==> src/rtl/alu_pkg.sv <==
// alu_pkg: opcode/state types and the single-cycle ALU evaluation shared by RTL and models
package alu_pkg;

    localparam int MAX_W = 64;

    typedef enum logic [2:0] {
        OP_AND = 3'b000,
        OP_OR  = 3'b001,
        OP_ADD = 3'b010,
        OP_SHR = 3'b011,
        OP_SHL = 3'b100,
        OP_MUL = 3'b101,
        OP_SUB = 3'b110,
        OP_SRA = 3'b111
    } alu_op_t;

    typedef enum logic [1:0] {
        IDLE,
        MUL,
        DONE
    } alu_state_t;

    typedef struct packed {
        logic [MAX_W-1:0] res;
        logic             n;
        logic             z;
        logic             c;
        logic             v;
    } alu_res_t;

    // Operands arrive zero-extended to MAX_W; w is the live width (power of two, <= MAX_W).
    // MUL yields zero here because the product comes from the iterative multiplier.
    function automatic alu_res_t alu_eval(input alu_op_t op, input logic [MAX_W-1:0] a,
                                          input logic [MAX_W-1:0] b, input int w);
        logic [MAX_W-1:0]        mask, res, t, ax;
        logic signed [MAX_W-1:0] sx;
        logic [MAX_W:0]          s, u;
        logic                    am, bm, rm, c, v;
        int                      sh;
        mask = (w >= MAX_W) ? '1 : (64'd1 << w) - 64'd1;
        sh   = int'(b[5:0]) & (w - 1);
        t    = a >> (w - 1);
        am   = t[0];
        t    = b >> (w - 1);
        bm   = t[0];
        ax   = a | (am ? ~mask : '0);
        res  = '0;
        c    = 1'b0;
        case (op)
            OP_AND: res = a & b;
            OP_OR:  res = a | b;
            OP_ADD: begin
                s   = {1'b0, a} + {1'b0, b};
                res = s[MAX_W-1:0] & mask;
                u   = s >> w;
                c   = u[0];
            end
            OP_SUB: begin
                s   = {1'b0, a} - {1'b0, b};
                res = s[MAX_W-1:0] & mask;
                c   = a >= b;
            end
            OP_SHR: begin
                res = a >> sh;
                t   = a >> (sh - 1);
                c   = (sh != 0) && t[0];
            end
            OP_SHL: begin
                res = (a << sh) & mask;
                t   = a >> (w - sh);
                c   = (sh != 0) && t[0];
            end
            OP_SRA: begin
                sx  = ax;
                sx  = sx >>> sh;
                res = sx & mask;
                t   = a >> (sh - 1);
                c   = (sh != 0) && t[0];
            end
            default: res = '0;
        endcase
        t  = res >> (w - 1);
        rm = t[0];
        v  = (op == OP_ADD) ? (am == bm) && (rm != am) :
             (op == OP_SUB) ? (am != bm) && (rm != am) : 1'b0;
        return {res, rm, res == '0, c, v};
    endfunction

endpackage

==> src/rtl/alu_mul_iter.sv <==
// alu_mul_iter: radix-2 shift-add multiplier, one multiplier bit per cycle over WIDTH cycles
module alu_mul_iter #(
    parameter int WIDTH = 32,
    parameter int CNT_W = $clog2(WIDTH)
) (
    input  logic             clk,
    input  logic             rst_n,
    input  logic             start,
    input  logic [WIDTH-1:0] a,
    input  logic [WIDTH-1:0] b,
    output logic             done,
    output logic [WIDTH-1:0] product
);

    logic             r_busy;
    logic [CNT_W-1:0] r_cnt;
    logic [WIDTH-1:0] r_mcand;
    logic [WIDTH-1:0] r_mplier;
    logic [WIDTH-1:0] r_acc;
    logic [WIDTH-1:0] w_acc_next;

    // The final partial product is folded in combinationally so the product is ready on the done cycle.
    assign w_acc_next = r_acc + (r_mplier[0] ? r_mcand : '0);
    assign done       = r_busy && (r_cnt == CNT_W'(WIDTH - 1));
    assign product    = w_acc_next;

    // Load operands on start, then accumulate and shift once per cycle until the last bit.
    always_ff @(posedge clk) begin
        if (!rst_n) begin
            r_busy   <= 1'b0;
            r_cnt    <= '0;
            r_mcand  <= '0;
            r_mplier <= '0;
            r_acc    <= '0;
        end else if (start) begin
            r_busy   <= 1'b1;
            r_cnt    <= '0;
            r_mcand  <= a;
            r_mplier <= b;
            r_acc    <= '0;
        end else if (r_busy) begin
            r_acc    <= w_acc_next;
            r_mcand  <= r_mcand << 1;
            r_mplier <= r_mplier >> 1;
            r_cnt    <= r_cnt + 1'b1;
            r_busy   <= !done;
        end
    end

endmodule

==> src/rtl/alu_mc.sv <==
// alu_mc: multi-cycle ALU with registered result/NZCV behind a valid/ready handshake
module alu_mc
    import alu_pkg::*;
#(
    parameter int WIDTH   = 32,
    parameter int SHAMT_W = $clog2(WIDTH)
) (
    input  logic             clk,
    input  logic             rst_n,
    input  logic             in_valid,
    output logic             in_ready,
    input  logic [WIDTH-1:0] a,
    input  logic [WIDTH-1:0] b,
    input  alu_op_t          alu_op,
    output logic             out_valid,
    input  logic             out_ready,
    output logic [WIDTH-1:0] result,
    output logic             n,
    output logic             z,
    output logic             c,
    output logic             v
);

    alu_state_t       r_state;
    logic             r_valid;
    logic [WIDTH-1:0] r_result;
    logic             r_n, r_z, r_c, r_v;
    logic             w_accept;
    logic             w_start;
    logic             w_mul_done;
    logic [WIDTH-1:0] w_product;
    alu_res_t         w_eval;

    assign in_ready  = rst_n && (r_state == IDLE || (r_state == DONE && out_ready));
    assign w_accept  = in_valid && in_ready;
    assign w_start   = w_accept && (alu_op == OP_MUL);
    assign w_eval    = alu_eval(alu_op, MAX_W'(a), MAX_W'(b), WIDTH);
    assign out_valid = r_valid;
    assign result    = r_result;
    assign {n, z, c, v} = {r_n, r_z, r_c, r_v};

    alu_mul_iter #(
        .WIDTH (WIDTH),
        .CNT_W (SHAMT_W)
    ) u_mul (
        .clk     (clk),
        .rst_n   (rst_n),
        .start   (w_start),
        .a       (a),
        .b       (b),
        .done    (w_mul_done),
        .product (w_product)
    );

    // Control FSM: an accept in DONE retires the old result and loads the new op on the same edge.
    always_ff @(posedge clk) begin
        if (!rst_n) begin
            r_state  <= IDLE;
            r_valid  <= 1'b0;
            r_result <= '0;
            {r_n, r_z, r_c, r_v} <= '0;
        end else if (w_accept) begin
            r_state <= (alu_op == OP_MUL) ? MUL : DONE;
            r_valid <= alu_op != OP_MUL;
            if (alu_op != OP_MUL) begin
                r_result <= WIDTH'(w_eval.res);
                {r_n, r_z, r_c, r_v} <= {w_eval.n, w_eval.z, w_eval.c, w_eval.v};
            end
        end else if (r_state == MUL && w_mul_done) begin
            r_state  <= DONE;
            r_valid  <= 1'b1;
            r_result <= w_product;
            {r_n, r_z, r_c, r_v} <= {w_product[WIDTH-1], w_product == '0, 2'b00};
        end else if (r_state == DONE && out_ready) begin
            r_state <= IDLE;
            r_valid <= 1'b0;
        end
    end

endmodule

==> config.mk <==
export PLATFORM = sky130hd
export DESIGN_NAME = alu_mc
export DESIGN_NICKNAME = d
export VERILOG_FILES = /design/src/rtl/alu_pkg.sv /design/src/rtl/alu_mul_iter.sv /design/src/rtl/alu_mc.sv
export SDC_FILE = /design/constraint.sdc
export NUM_CORES = 1
export LEC_CHECK = 0
export ABC_CLOCK_PERIOD_IN_PS = 5600
export BUFFER_PORTS_ARGS = -buffer_cell sky130_fd_sc_hd__buf_2
export CAP_MARGIN = 20
export CORE_MARGIN = 3
export CORE_UTILIZATION = 45
export DETAILED_ROUTE_END_ITERATION = 8
export SETUP_SLACK_MARGIN = 0.5
export SLEW_MARGIN = 10
export SYNTH_ARGS = -nofsm -noshare
export SYNTH_HDL_FRONTEND = slang
export SYNTH_SLANG_ARGS = --single-unit
==> constraint.sdc <==
create_clock -name clk -period 5.6 [get_ports clk]
set_input_delay 0.56 -clock clk [delete_from_list [all_inputs] [get_ports clk]]
set_output_delay 0.56 -clock clk [all_outputs]
set_load 0.005 [all_outputs]
# == Word-level counts from Yosys, hierarchy flattened ==
# Cells that the tools add are included.
# word_totals
wordCells,99
reg_bits,141
inputBits,71
output_inout_bits,38
# op_classes
shift,5
magnitude_cmp,1
add_sub_neg,6
muxes,33
eq_ne,15
bitwise,4
reduce_logical,23
# ops
op,count
case mux 64 bit (7 select lines),1
two-way mux 32 bit,8
zero test 64 bit,1
two-way mux 64 bit,1
OR 32 x 64 -> 64 bit,1
right shift 32 x 32 -> 1 bit,2
right shift 32 x 5 -> 64 bit,1
>>> shifter 64 x 5 -> 32 bit,1
adder 32 x 32 -> 33 bit,1
adder 32 bit,1
bitwise AND 32 bit,1
greater-or-equal comparator 32 bit,1
zero test 32 bit,1
OR 32 bit,1
nonzero test 32 bit,1
left shift 32 x 5 -> 32 bit,1
subtractor 32 bit,1
two-way mux 1 bit,18
"equality test 3 bit, second input constant",4
logical AND 1 bit,10
two-way mux 2 bit,4
"subtractor 6 x 5 -> 7 bit, first input constant",1
"equality test 3 x 2 -> 1 bit, second input constant",2
"subtractor 5 x 1 -> 6 bit, second input constant",1
other kinds (19),22

# == Logic depth before layout (Yosys ltp) ==
# Gate-level depths: netlist of the first run.
# depth
ltp_word,10
mapped_depth,17
ltp_nobuf,15

# == Hierarchy ==
# A second synthesis of the first run with hierarchy kept.
# hier_totals
cells_unflattened,2442
hier_area_um2,18360.1
# by_module_without_submodules
mod,instances,cells_each,seq_area_each_um2,area_per_inst_um2
alu_mc,1,1619,740.7,11644.9
alu_mul_iter,1,823,2042.0,6715.2

# == Least setup slack after synthesis of the first run ==
# OpenSTA, ideal clock, no wires.
# synth_path
path_type,input-to-reg
start,input b[2]
end,register r_z (netlist: z)
required_ns,5.513
path_stages,17
path_slack_ns,1.026
arrival_time_ns,4.487
setup_ns,0.087
cell_sequence,buf_2 > clkinv_1 > buf_2 > buf_1 > ha_1 > buf_2 > nor3_4 > and2_2 > or4b_4 > a31oi_4 > o221ai_1 > a21o_1 > nor3_1 > nand4_1 > or4_1 > or4_1 > o31ai_1
# synth_via
elab_chain_len,5
word_cells_on_any_way,11
# synth_rtl
element,line,rtl
"start, declared",alu_mc.sv:13,"input logic [WIDTH-1:0] b,"
"subtractor 32 bit, or another cell as far along",alu_pkg.sv:59,"s = {1'b0, a} - {1'b0, b};"
case mux 64 bit (7 select lines) *,alu_pkg.sv:49,case (op)
zero test 64 bit *,alu_pkg.sv:86,"return {res, rm, res == '0, c, v};"
two-way mux 1 bit *,alu_mc.sv:65,if (alu_op != OP_MUL) begin
two-way mux 1 bit *,alu_mc.sv:62,end else if (w_accept) begin
"end signal, assigned",alu_mc.sv:67,"{r_n, r_z, r_c, r_v} <= {w_eval.n, w_eval.z, w_eval.c, w_eval.v};"
"end signal, assigned",alu_mc.sv:73,"{r_n, r_z, r_c, r_v} <= {w_product[WIDTH-1], w_product == '0, 2'b00};"
"end, declared",alu_mc.sv:27,"logic r_n, r_z, r_c, r_v;"
# Mark *: on every way between the ends. The rest lies on a longest branch, timed or not. The select of a mux whose other input is x is not followed.
# A chain may end at the register's enable or synchronous reset.

# == Worst setup path after layout of the first run ==
# layout_path
start,register u_mul.r_mplier[0]
end,register r_z (netlist: z)
# layout_via
elab_chain_len,5
# layout_rtl
element,line,rtl
"start, declared",alu_mul_iter.sv:18,logic [WIDTH-1:0] r_mplier;
"start signal, assigned",alu_mul_iter.sv:44,r_mplier <= r_mplier >> 1;
two-way mux 32 bit,alu_mul_iter.sv:23,assign w_acc_next = r_acc + (r_mplier[0] ? r_mcand : '0);
adder 32 bit,alu_mul_iter.sv:23,
zero test 32 bit,alu_mc.sv:73,
two-way mux 1 bit,alu_mc.sv:69,end else if (r_state == MUL && w_mul_done) begin
two-way mux 1 bit,alu_mc.sv:62,
# No other way between the ends. The select of a mux whose other input is x is not followed.

==> results of run 1 <==
## metal layers
metal	track usage, %	share of wire (%)	vias up
met3	9.50	11	296
met1	53.3	42	9455
met4	20.7	6.5	4
li1	-	-	8733
met5	0	0.021	-
met2	57.7	41	1309
## kinds of logic after synthesis
| family | Yosys count |
|---|---|
| AOI/OAI and AO/OA | 697 |
| xor gates and xnor gates | 59 |
| adders and majority gates | 141 |
| buffers and inverters | 308 |
| DFF | 139 |
| muxes | 229 |
| and+or+nand+nor | 768 |
## final cells by class
class,count,area (µm²)
well taps,518,648
fillers,3920,19400
clock buffers,20,457
diodes,3,7.51
clock inverters,12,151
flip-flops and latches,139,2790
inverters,136,514
repair buffers,186,1150
multi-input cells,1894,13700
## critical path, delay by kind of cell, from the launching register on
kind	cells	cell delay (ps)
buffers and inverters	3	560
AND/OR/NAND/NOR	6	1750
AO/OA/AOI/OAI	6	1550
adder cells (fa/ha/maj)	2	610
flip-flops	1	300
## flip-flops by register name (all words and copies together), names as in the netlist
name            count
c                   1
r_state             2
result             32
u_mul.r_acc        32
u_mul.r_busy        1
u_mul.r_cnt         5
u_mul.r_mcand      32
u_mul.r_mplier     32
v                   1
z                   1
## cells in the final DEF (no fill, tap or decap), drive strengths merged, types with 22 or more instances in the layout
master	count
dfxtp	139
nand2	184
nand3	49
xnor2	44
mux4	46
o21a	22
a21o	25
a211oi	105
nor2	288
o211ai	42
buf	185
o221ai	24
and2	46
ha	138
a21oi	157
nor3	49
mux2i	161
mux2	22
inv	138
o31ai	24
o22ai	25
o21ai	104
nor4	27
## power by group through the flow
stage               clock network, mW  logic [mW]  registers [mW]
detailed placement                  0        1.36            1.05
floorplan                           0       0.856            1.05
global placement                    0        1.36            1.05
global route                     1.30        1.48            1.03
CTS                              1.26        1.37            1.03
finish                           1.24        1.43            1.03
## path summary, 6_finish.rpt
check,start,to,cells after the start
hold reg to reg,result[0],result[0],2
setup reg to reg,u_mul.r_mplier[0],z,17
hold / removal,b[31],u_mul.r_mplier[31],3
setup / recovery,u_mul.r_mplier[0],z,17
==> flow_summary.html, run 1 <==
<table>
<tr><th>Metric</th><th>Value</th></tr>
<tr><th colspan="2">Pwr</th></tr>
<tr><td>Net Switching</td><td>1.52 mW</td></tr>
<tr><td>Part of the total power dissipated in sequential elements</td><td>27.9%</td></tr>
<tr><td>Combinational Power Share</td><td>38.6%</td></tr>
<tr><td>Maximum ir drop on the vdd rail</td><td>0.230 mV</td></tr>
<tr><td>Power density over the cells</td><td>191 nW/µm²</td></tr>
<tr><td>Total power draw</td><td>3.70 mW</td></tr>
<tr><td>Leakage power of the design</td><td>7.84 nW</td></tr>
<tr><td>Clock network fraction of total power</td><td>33.5%</td></tr>
<tr><td>Net Sw Frac</td><td>41.0%</td></tr>
<tr><td>Internal Pwr Total</td><td>2.18 mW</td></tr>
<tr><th colspan="2">Clock tree</th></tr>
<tr><td>Resized cells post-CTS</td><td>0</td></tr>
<tr><td>Clk Latency, worst-skew pair</td><td>470 ps</td></tr>
<tr><td>Clk sink count</td><td>139</td></tr>
<tr><td>Clock buffer depth</td><td>2</td></tr>
<tr><td>TritonCTS clock tree</td><td>done</td></tr>
<tr><td>Buffers inserted during post-CTS setup optimization</td><td>0</td></tr>
<tr><td>CTS clk-pin slew, worst paths</td><td>70 ps</td></tr>
<tr><td>H-tree depth</td><td>4</td></tr>
<tr><td>Clock Tree Root</td><td>clkbuf_16</td></tr>
<tr><td>TritonCTS Buffers</td><td>17</td></tr>
<tr><td>Hold Buf Count CTS</td><td>0</td></tr>
<tr><th colspan="2">Final layout</th></tr>
<tr><td>Relative area change from synthesis to final layout</td><td>9.01%</td></tr>
<tr><td>End-of-flow core utilization</td><td>50.0%</td></tr>
<tr><td>Proportion of layout cells with a drive suffix above 1</td><td>14.2%</td></tr>
<tr><td>Final non-filler cell area</td><td>19400 µm²</td></tr>
<tr><td>Net count reported at finish</td><td>2586</td></tr>
<tr><td>Final non-filler cell total</td><td>2908</td></tr>
<tr><th colspan="2">Global routing</th></tr>
<tr><td>Number of global-route vias before repair</td><td>18.4k</td></tr>
<tr><td>Number of antenna violations at the first check in global routing</td><td>4</td></tr>
<tr><td>Pin count of the biggest net entering global routing</td><td>89</td></tr>
<tr><td>Global-route wire length before repair</td><td>123000 µm</td></tr>
<tr><td>Total global routing overflow</td><td>0</td></tr>
<tr><td>Total global routing track utilization</td><td>39.3%</td></tr>
<tr><th colspan="2">Run status</th></tr>
<tr><td>Outcome</td><td>completed</td></tr>
<tr><th colspan="2">Synth</th></tr>
<tr><td>Most common cell in the synthesized netlist</td><td>nor2_1</td></tr>
<tr><td>Synth area leaders</td><td>dfxtp_1 16%, ha_1 9.7%, mux2i_1 9.0%</td></tr>
<tr><td>Async set-reset flop share out of synthesis</td><td>0%</td></tr>
<tr><td>Post-synthesis share of cell area spent on full adders, half adders and majority gates</td><td>10.0%</td></tr>
<tr><td>Portion of the post-synthesis area used by sequential elements</td><td>15.6%</td></tr>
<tr><td>Synthesized-area fraction occupied by ao, oa, aoi and oai cells</td><td>27.1%</td></tr>
<tr><td>Count of yosys warnings during synthesis</td><td>0</td></tr>
<tr><td>Synthesized Nets</td><td>2553</td></tr>
<tr><td>Cell variety after synth</td><td>108</td></tr>
<tr><td>Area fraction of the dominant cell type after synthesis</td><td>15.6%</td></tr>
<tr><td>Post-synth design cell area</td><td>17800 µm²</td></tr>
<tr><td>Combinational family with the most area after synthesis</td><td>compound AO/OA/AOI/OAI gates</td></tr>
<tr><td>Number of enable-type register cells in the synthesized netlist</td><td>0</td></tr>
<tr><td>Synth cell count leaders</td><td>288 x nor2_1, 184 x nand2_1, 160 x mux2i_1</td></tr>
<tr><td>Synthesis-stage register bit count</td><td>139</td></tr>
<tr><td>Average cell area after synthesis</td><td>7.60 µm²</td></tr>
<tr><td>Synth Area in Simple Gates</td><td>20.4%</td></tr>
<tr><td>Post-Syn Instances</td><td>2341</td></tr>
<tr><td>Multiplexer area fraction after synthesis</td><td>16.3%</td></tr>
<tr><td>Share of the synthesized netlist area taken by xor and xnor gates</td><td>2.90%</td></tr>
<tr><td>Cell type with the highest aggregate area in the netlist</td><td>dfxtp_1</td></tr>
<tr><td>Most used DFF post-synth</td><td>dfxtp_1</td></tr>
<tr><th colspan="2">Worst setup path</th></tr>
<tr><td>Maximum fanout count along the critical path</td><td>33</td></tr>
<tr><td>Crit path cell chain</td><td>buf_4 &gt; and2_1 &gt; ha_1 &gt; inv_1 &gt; fa_1 &gt; nand2b_1 &gt; a21oi_1 &gt; a21oi_1 &gt; a2111oi_0 &gt; buf_4 &gt; o2111a_1 &gt; nor4_1 &gt; nor4b_1 &gt; or4b_2 &gt; nor4_2 &gt; a31oi_1 &gt; o31ai_1</td></tr>
<tr><td>Crit path arrival time</td><td>5240 ps</td></tr>
<tr><td>Max stage delay cell, worst path</td><td>or4b_2</td></tr>
<tr><td>Register-to-Register Setup Slack</td><td>740 ps</td></tr>
<tr><td>Kind of start point of the critical path</td><td>flop</td></tr>
<tr><td>WS Path Type</td><td>flop to flop</td></tr>
<tr><td>CP Capture Type</td><td>flop</td></tr>
<tr><td>CP Data Required Time</td><td>5980 ps</td></tr>
<tr><td>Worst path max stage delay</td><td>630 ps</td></tr>
<tr><th colspan="2">STA</th></tr>
<tr><td>RSZ-0062 raised after global routing</td><td>no</td></tr>
<tr><td>Tmin final</td><td>4860 ps</td></tr>
<tr><td>Final TNS setup</td><td>0 ps</td></tr>
<tr><td>Number of max-slew violations in the final report</td><td>0</td></tr>
<tr><td>Worst-margin pin slew</td><td>1120 ps</td></tr>
<tr><td>Maximum clock frequency</td><td>206 MHz</td></tr>
<tr><td>Final setup slack of the worst path</td><td>736 ps</td></tr>
<tr><td>Setup-violating endpoint count in the final report</td><td>0</td></tr>
<tr><td>Slew headroom</td><td>24.8%</td></tr>
<tr><td>Hold Worst Slack</td><td>372 ps</td></tr>
<tr><td>Max Clock Skew</td><td>11.9 ps</td></tr>
<tr><td>Final hold viol count</td><td>0</td></tr>
<tr><td>Final worst path period share</td><td>86.9%</td></tr>
<tr><th colspan="2">Place</th></tr>
<tr><td>I/O Buffers</td><td>108</td></tr>
<tr><td>Routability congestion estimate</td><td>1.06</td></tr>
<tr><td>Instance area at placement</td><td>18800 µm²</td></tr>
<tr><td>Cell count after placement</td><td>2873</td></tr>
<tr><td>Minimum setup slack after placement</td><td>533 ps</td></tr>
<tr><td>Post-detail-place hpwl</td><td>65500 µm</td></tr>
<tr><th colspan="2">Floorplan</th></tr>
<tr><td>Core ar.</td><td>38800 µm²</td></tr>
<tr><td>Top-level port count</td><td>109</td></tr>
<tr><td>Full die area</td><td>42000 µm²</td></tr>
<tr><td>Chip height</td><td>205 µm</td></tr>
<tr><td>Site Rows</td><td>72</td></tr>
<tr><td>Initial Util</td><td>45.8%</td></tr>
<tr><td>Die Width</td><td>205 µm</td></tr>
<tr><th colspan="2">Flow run</th></tr>
<tr><td>Number of max-capacitance violations reported</td><td>0</td></tr>
<tr><th colspan="2">Routing</th></tr>
<tr><td>Final routed wire length divided by cell count</td><td>29.2 µm</td></tr>
<tr><td>Detailed Route WL</td><td>84900 µm</td></tr>
<tr><td>Detailed-route DRC error count</td><td>0</td></tr>
<tr><td>Violation count after the first detailed-route iteration</td><td>2366</td></tr>
<tr><td>Drt first pass iters</td><td>6</td></tr>
<tr><td>Detail-routed via count per cell</td><td>6.81</td></tr>
<tr><td>Total number of vias</td><td>19.8k</td></tr>
<tr><td>Number of routed nets with antenna violations</td><td>0</td></tr>
<tr><th colspan="2">Worst hold path</th></tr>
<tr><td>Classification of the worst-slack hold path</td><td>input pin to flop</td></tr>
</table>
Power figures use the tool's default switching activity.
==> run 2, diff against run 1 <==
- ABC_CLOCK_PERIOD_IN_PS: 5600 -> 6260
- clock period: 5.6 -> 6.26 ns (I/O delays scaled with it)
==> flow_summary.html, run 2 (synthesis gave the netlist of run 1 again) <==
<table>
<tr><th>Metric</th><th>Value</th></tr>
<tr><th colspan="2">Run status</th></tr>
<tr><td>Outcome</td><td>completed</td></tr>
<tr><th colspan="2">Final layout</th></tr>
<tr><td>Most common cell after layout, fill and taps aside</td><td>nor2_1</td></tr>
<tr><td>Final non-filler cell total</td><td>2889</td></tr>
<tr><td>Fillers</td><td>3937</td></tr>
<tr><td>Area of the multi-input gates</td><td>13700 µm²</td></tr>
<tr><td>Proportion of layout cells with a drive suffix above 1</td><td>13.3%</td></tr>
<tr><td>Register Area</td><td>2790 µm²</td></tr>
<tr><td>Net count reported at finish</td><td>2565</td></tr>
<tr><td>End-of-flow core utilization</td><td>49.5%</td></tr>
<tr><td>Top library cells by usage in the layout, fill and taps aside</td><td>287 x nor2_1, 184 x nand2_1, 160 x mux2i_1, 156 x a21oi_1</td></tr>
<tr><td>Relative area change from synthesis to final layout</td><td>8.04%</td></tr>
<tr><th colspan="2">Worst hold path</th></tr>
<tr><td>Cell count of the worst hold path</td><td>3</td></tr>
<tr><td>Worst hold path startpoint</td><td>b[31]</td></tr>
<tr><td>Classification of the worst-slack hold path</td><td>input pin to flop</td></tr>
<tr><td>Endpoint with the worst hold slack</td><td>u_mul.r_mplier[31]</td></tr>
<tr><th colspan="2">Routing</th></tr>
<tr><td>Detailed-route DRC error count</td><td>0</td></tr>
<tr><td>Violation count after the first detailed-route iteration</td><td>2269</td></tr>
<tr><td>Number of routed nets with antenna violations</td><td>0</td></tr>
<tr><td>Final routed wire length divided by cell count</td><td>28.8 µm</td></tr>
<tr><td>Drt first pass iters</td><td>8</td></tr>
<tr><td>Total number of vias</td><td>19.6k</td></tr>
<tr><td>Detailed Route WL</td><td>83300 µm</td></tr>
<tr><td>Detail-routed via count per cell</td><td>6.78</td></tr>
<tr><th colspan="2">Global routing</th></tr>
<tr><td>Number of antenna violations at the first check in global routing</td><td>6</td></tr>
<tr><td>Met1 usage in global routing</td><td>52.9%</td></tr>
<tr><td>Number of global-route vias before repair</td><td>18.2k</td></tr>
<tr><td>Met3 demand-to-capacity share in global routing</td><td>10.1%</td></tr>
<tr><td>Total global routing track utilization</td><td>38.9%</td></tr>
<tr><td>Most Used Layer, Global Route</td><td>met2</td></tr>
<tr><td>Global-route wire length before repair</td><td>122000 µm</td></tr>
<tr><td>Pin count of the biggest net entering global routing</td><td>97</td></tr>
<tr><td>Met2 track utilization from global routing</td><td>56.5%</td></tr>
<tr><td>Total global routing overflow</td><td>0</td></tr>
<tr><th colspan="2">Pwr</th></tr>
<tr><td>Combinational Power Share</td><td>38.5%</td></tr>
<tr><td>Part of the total power dissipated in sequential elements</td><td>28.2%</td></tr>
<tr><td>Internal Pwr Total</td><td>1.96 mW</td></tr>
<tr><td>Net Sw Frac</td><td>40.2%</td></tr>
<tr><td>Net Switching</td><td>1.32 mW</td></tr>
<tr><td>Power density over the cells</td><td>170 nW/µm²</td></tr>
<tr><td>Leakage power of the design</td><td>7.74 nW</td></tr>
<tr><td>Clock network fraction of total power</td><td>33.3%</td></tr>
<tr><td>Maximum ir drop on the vdd rail</td><td>0.193 mV</td></tr>
<tr><th colspan="2">Worst setup path</th></tr>
<tr><td>Register-to-Register Setup Slack</td><td>1420 ps</td></tr>
<tr><td>Crit path arrival time</td><td>5480 ps</td></tr>
<tr><td>WS Path Type</td><td>input pin to flop</td></tr>
<tr><td>Worst path max stage delay</td><td>670 ps</td></tr>
<tr><td>Kind of start point of the critical path</td><td>input pin</td></tr>
<tr><td>Reg-to-reg startpoint</td><td>u_mul.r_mplier[0]</td></tr>
<tr><td>Maximum fanout count along the critical path</td><td>35</td></tr>
<tr><td>Crit path cell chain</td><td>buf_4 &gt; ha_1 &gt; inv_1 &gt; fa_1 &gt; nor2b_1 &gt; o2111ai_1 &gt; a311oi_1 &gt; nor3_1 &gt; nor4_1 &gt; o221ai_1 &gt; a21bo_2 &gt; or4_1 &gt; or4_1 &gt; o31ai_1</td></tr>
<tr><td>Bufs and invs on worst path</td><td>2</td></tr>
<tr><td>Delay-heaviest family, CP</td><td>simple AND/OR/NAND/NOR gates</td></tr>
<tr><td>Most prevalent standard cell on the critical path</td><td>or4_1</td></tr>
<tr><td>CP Data Required Time</td><td>6670 ps</td></tr>
<tr><td>Max stage delay cell, worst path</td><td>a311oi_1</td></tr>
<tr><td>End of the worst register-to-register path</td><td>z</td></tr>
<tr><td>Number of cell instances on the worst register-to-register path</td><td>17</td></tr>
<tr><td>CP Capture Type</td><td>flop</td></tr>
<tr><th colspan="2">Clock tree</th></tr>
<tr><td>Resized cells post-CTS</td><td>0</td></tr>
<tr><td>Clock Tree Root</td><td>clkbuf_16</td></tr>
<tr><td>CTS clk-pin slew, worst paths</td><td>60 ps</td></tr>
<tr><td>TritonCTS clock tree</td><td>done</td></tr>
<tr><td>H-tree depth</td><td>4</td></tr>
<tr><td>Clock buffer depth</td><td>2</td></tr>
<tr><td>Buffers inserted during post-CTS setup optimization</td><td>0</td></tr>
<tr><td>Clk Latency, worst-skew pair</td><td>500 ps</td></tr>
<tr><td>TritonCTS Buffers</td><td>17</td></tr>
<tr><td>Hold Buf Count CTS</td><td>0</td></tr>
<tr><td>Clk sink count</td><td>139</td></tr>
<tr><th colspan="2">Floorplan</th></tr>
<tr><td>Initial Util</td><td>45.8%</td></tr>
<tr><td>Site Rows</td><td>72</td></tr>
<tr><td>Top-level port count</td><td>109</td></tr>
<tr><td>Core ar.</td><td>38800 µm²</td></tr>
<tr><td>Full die area</td><td>42000 µm²</td></tr>
<tr><td>Die Width</td><td>205 µm</td></tr>
<tr><td>Chip height</td><td>205 µm</td></tr>
<tr><th colspan="2">STA</th></tr>
<tr><td>Final worst path period share</td><td>81.1%</td></tr>
<tr><td>Maximum clock frequency</td><td>197 MHz</td></tr>
<tr><td>Tmin final</td><td>5080 ps</td></tr>
<tr><td>RSZ-0062 raised after global routing</td><td>no</td></tr>
<tr><td>Final setup slack of the worst path</td><td>1180 ps</td></tr>
<tr><td>Final hold viol count</td><td>0</td></tr>
<tr><td>Max Clock Skew</td><td>16.3 ps</td></tr>
<tr><td>Slew headroom</td><td>18.1%</td></tr>
<tr><td>Worst-margin pin slew</td><td>1220 ps</td></tr>
<tr><td>Setup-violating endpoint count in the final report</td><td>0</td></tr>
<tr><td>Hold Worst Slack</td><td>414 ps</td></tr>
<tr><td>Final TNS setup</td><td>0 ps</td></tr>
<tr><td>Number of max-slew violations in the final report</td><td>0</td></tr>
<tr><th colspan="2">Place</th></tr>
<tr><td>Cell count after placement</td><td>2852</td></tr>
<tr><td>Routability congestion estimate</td><td>1.07</td></tr>
<tr><td>Minimum setup slack after placement</td><td>945 ps</td></tr>
<tr><td>I/O Buffers</td><td>108</td></tr>
<tr><td>Post-detail-place hpwl</td><td>63200 µm</td></tr>
<tr><th colspan="2">Flow run</th></tr>
<tr><td>Number of max-capacitance violations reported</td><td>0</td></tr>
</table>
[run 2: metrics by stage]
step	power, mW	cell area [µm²]
after detailed placement	2.15	18600
after floorplan	1.70	17800
final	3.27	19200
after CTS	3.25	19200
after global routing	3.38	19200
after global placement	2.15	18600
[run 2: how the worst max path moves through the flow]
stage	cells after the start	from	end
after floorplan	17	b[2]	z
after global placement	14	b[0]	z
after detailed placement	15	b[0]	z
after CTS	17	u_mul.r_mplier[0]	z
after global routing	15	b[0]	z
final	14	b[0]	z
[run 2: power by group through the flow]
stage	registers, mW	logic (mW)	clock network [mW]
final	0.923	1.26	1.09
after global placement	0.941	1.21	0
after floorplan	0.939	0.766	0
after CTS	0.922	1.21	1.11
after detailed placement	0.942	1.20	0
after global routing	0.924	1.32	1.14
[run 2: final cells by class]
type / instances / area share [%]
clock buffer: 19 / 2.30
timing repair buffer: 165 / 5.10
multi-input combinational: 1894 / 71.1
antenna: 5 / 0.0651
inverter: 136 / 2.67
sequential: 139 / 14.5
clock inverter: 13 / 0.859
tap: 518 / 3.37
[run 2: worst reg2reg max path, delay by kind of cell, from the launching register on]
family	cells	cell delay, ps
fa+ha+maj	2	600
compound gates	6	1420
flops	1	340
simple gates	6	1820
buf+inv	3	580
[run 2: routing by layer]
layer	part of all wire, %	vias to the layer above
li1	-	8689
met1	42	9388
met2	42	1268
met3	11	230
met4	5.4	2
met5	0.016	-
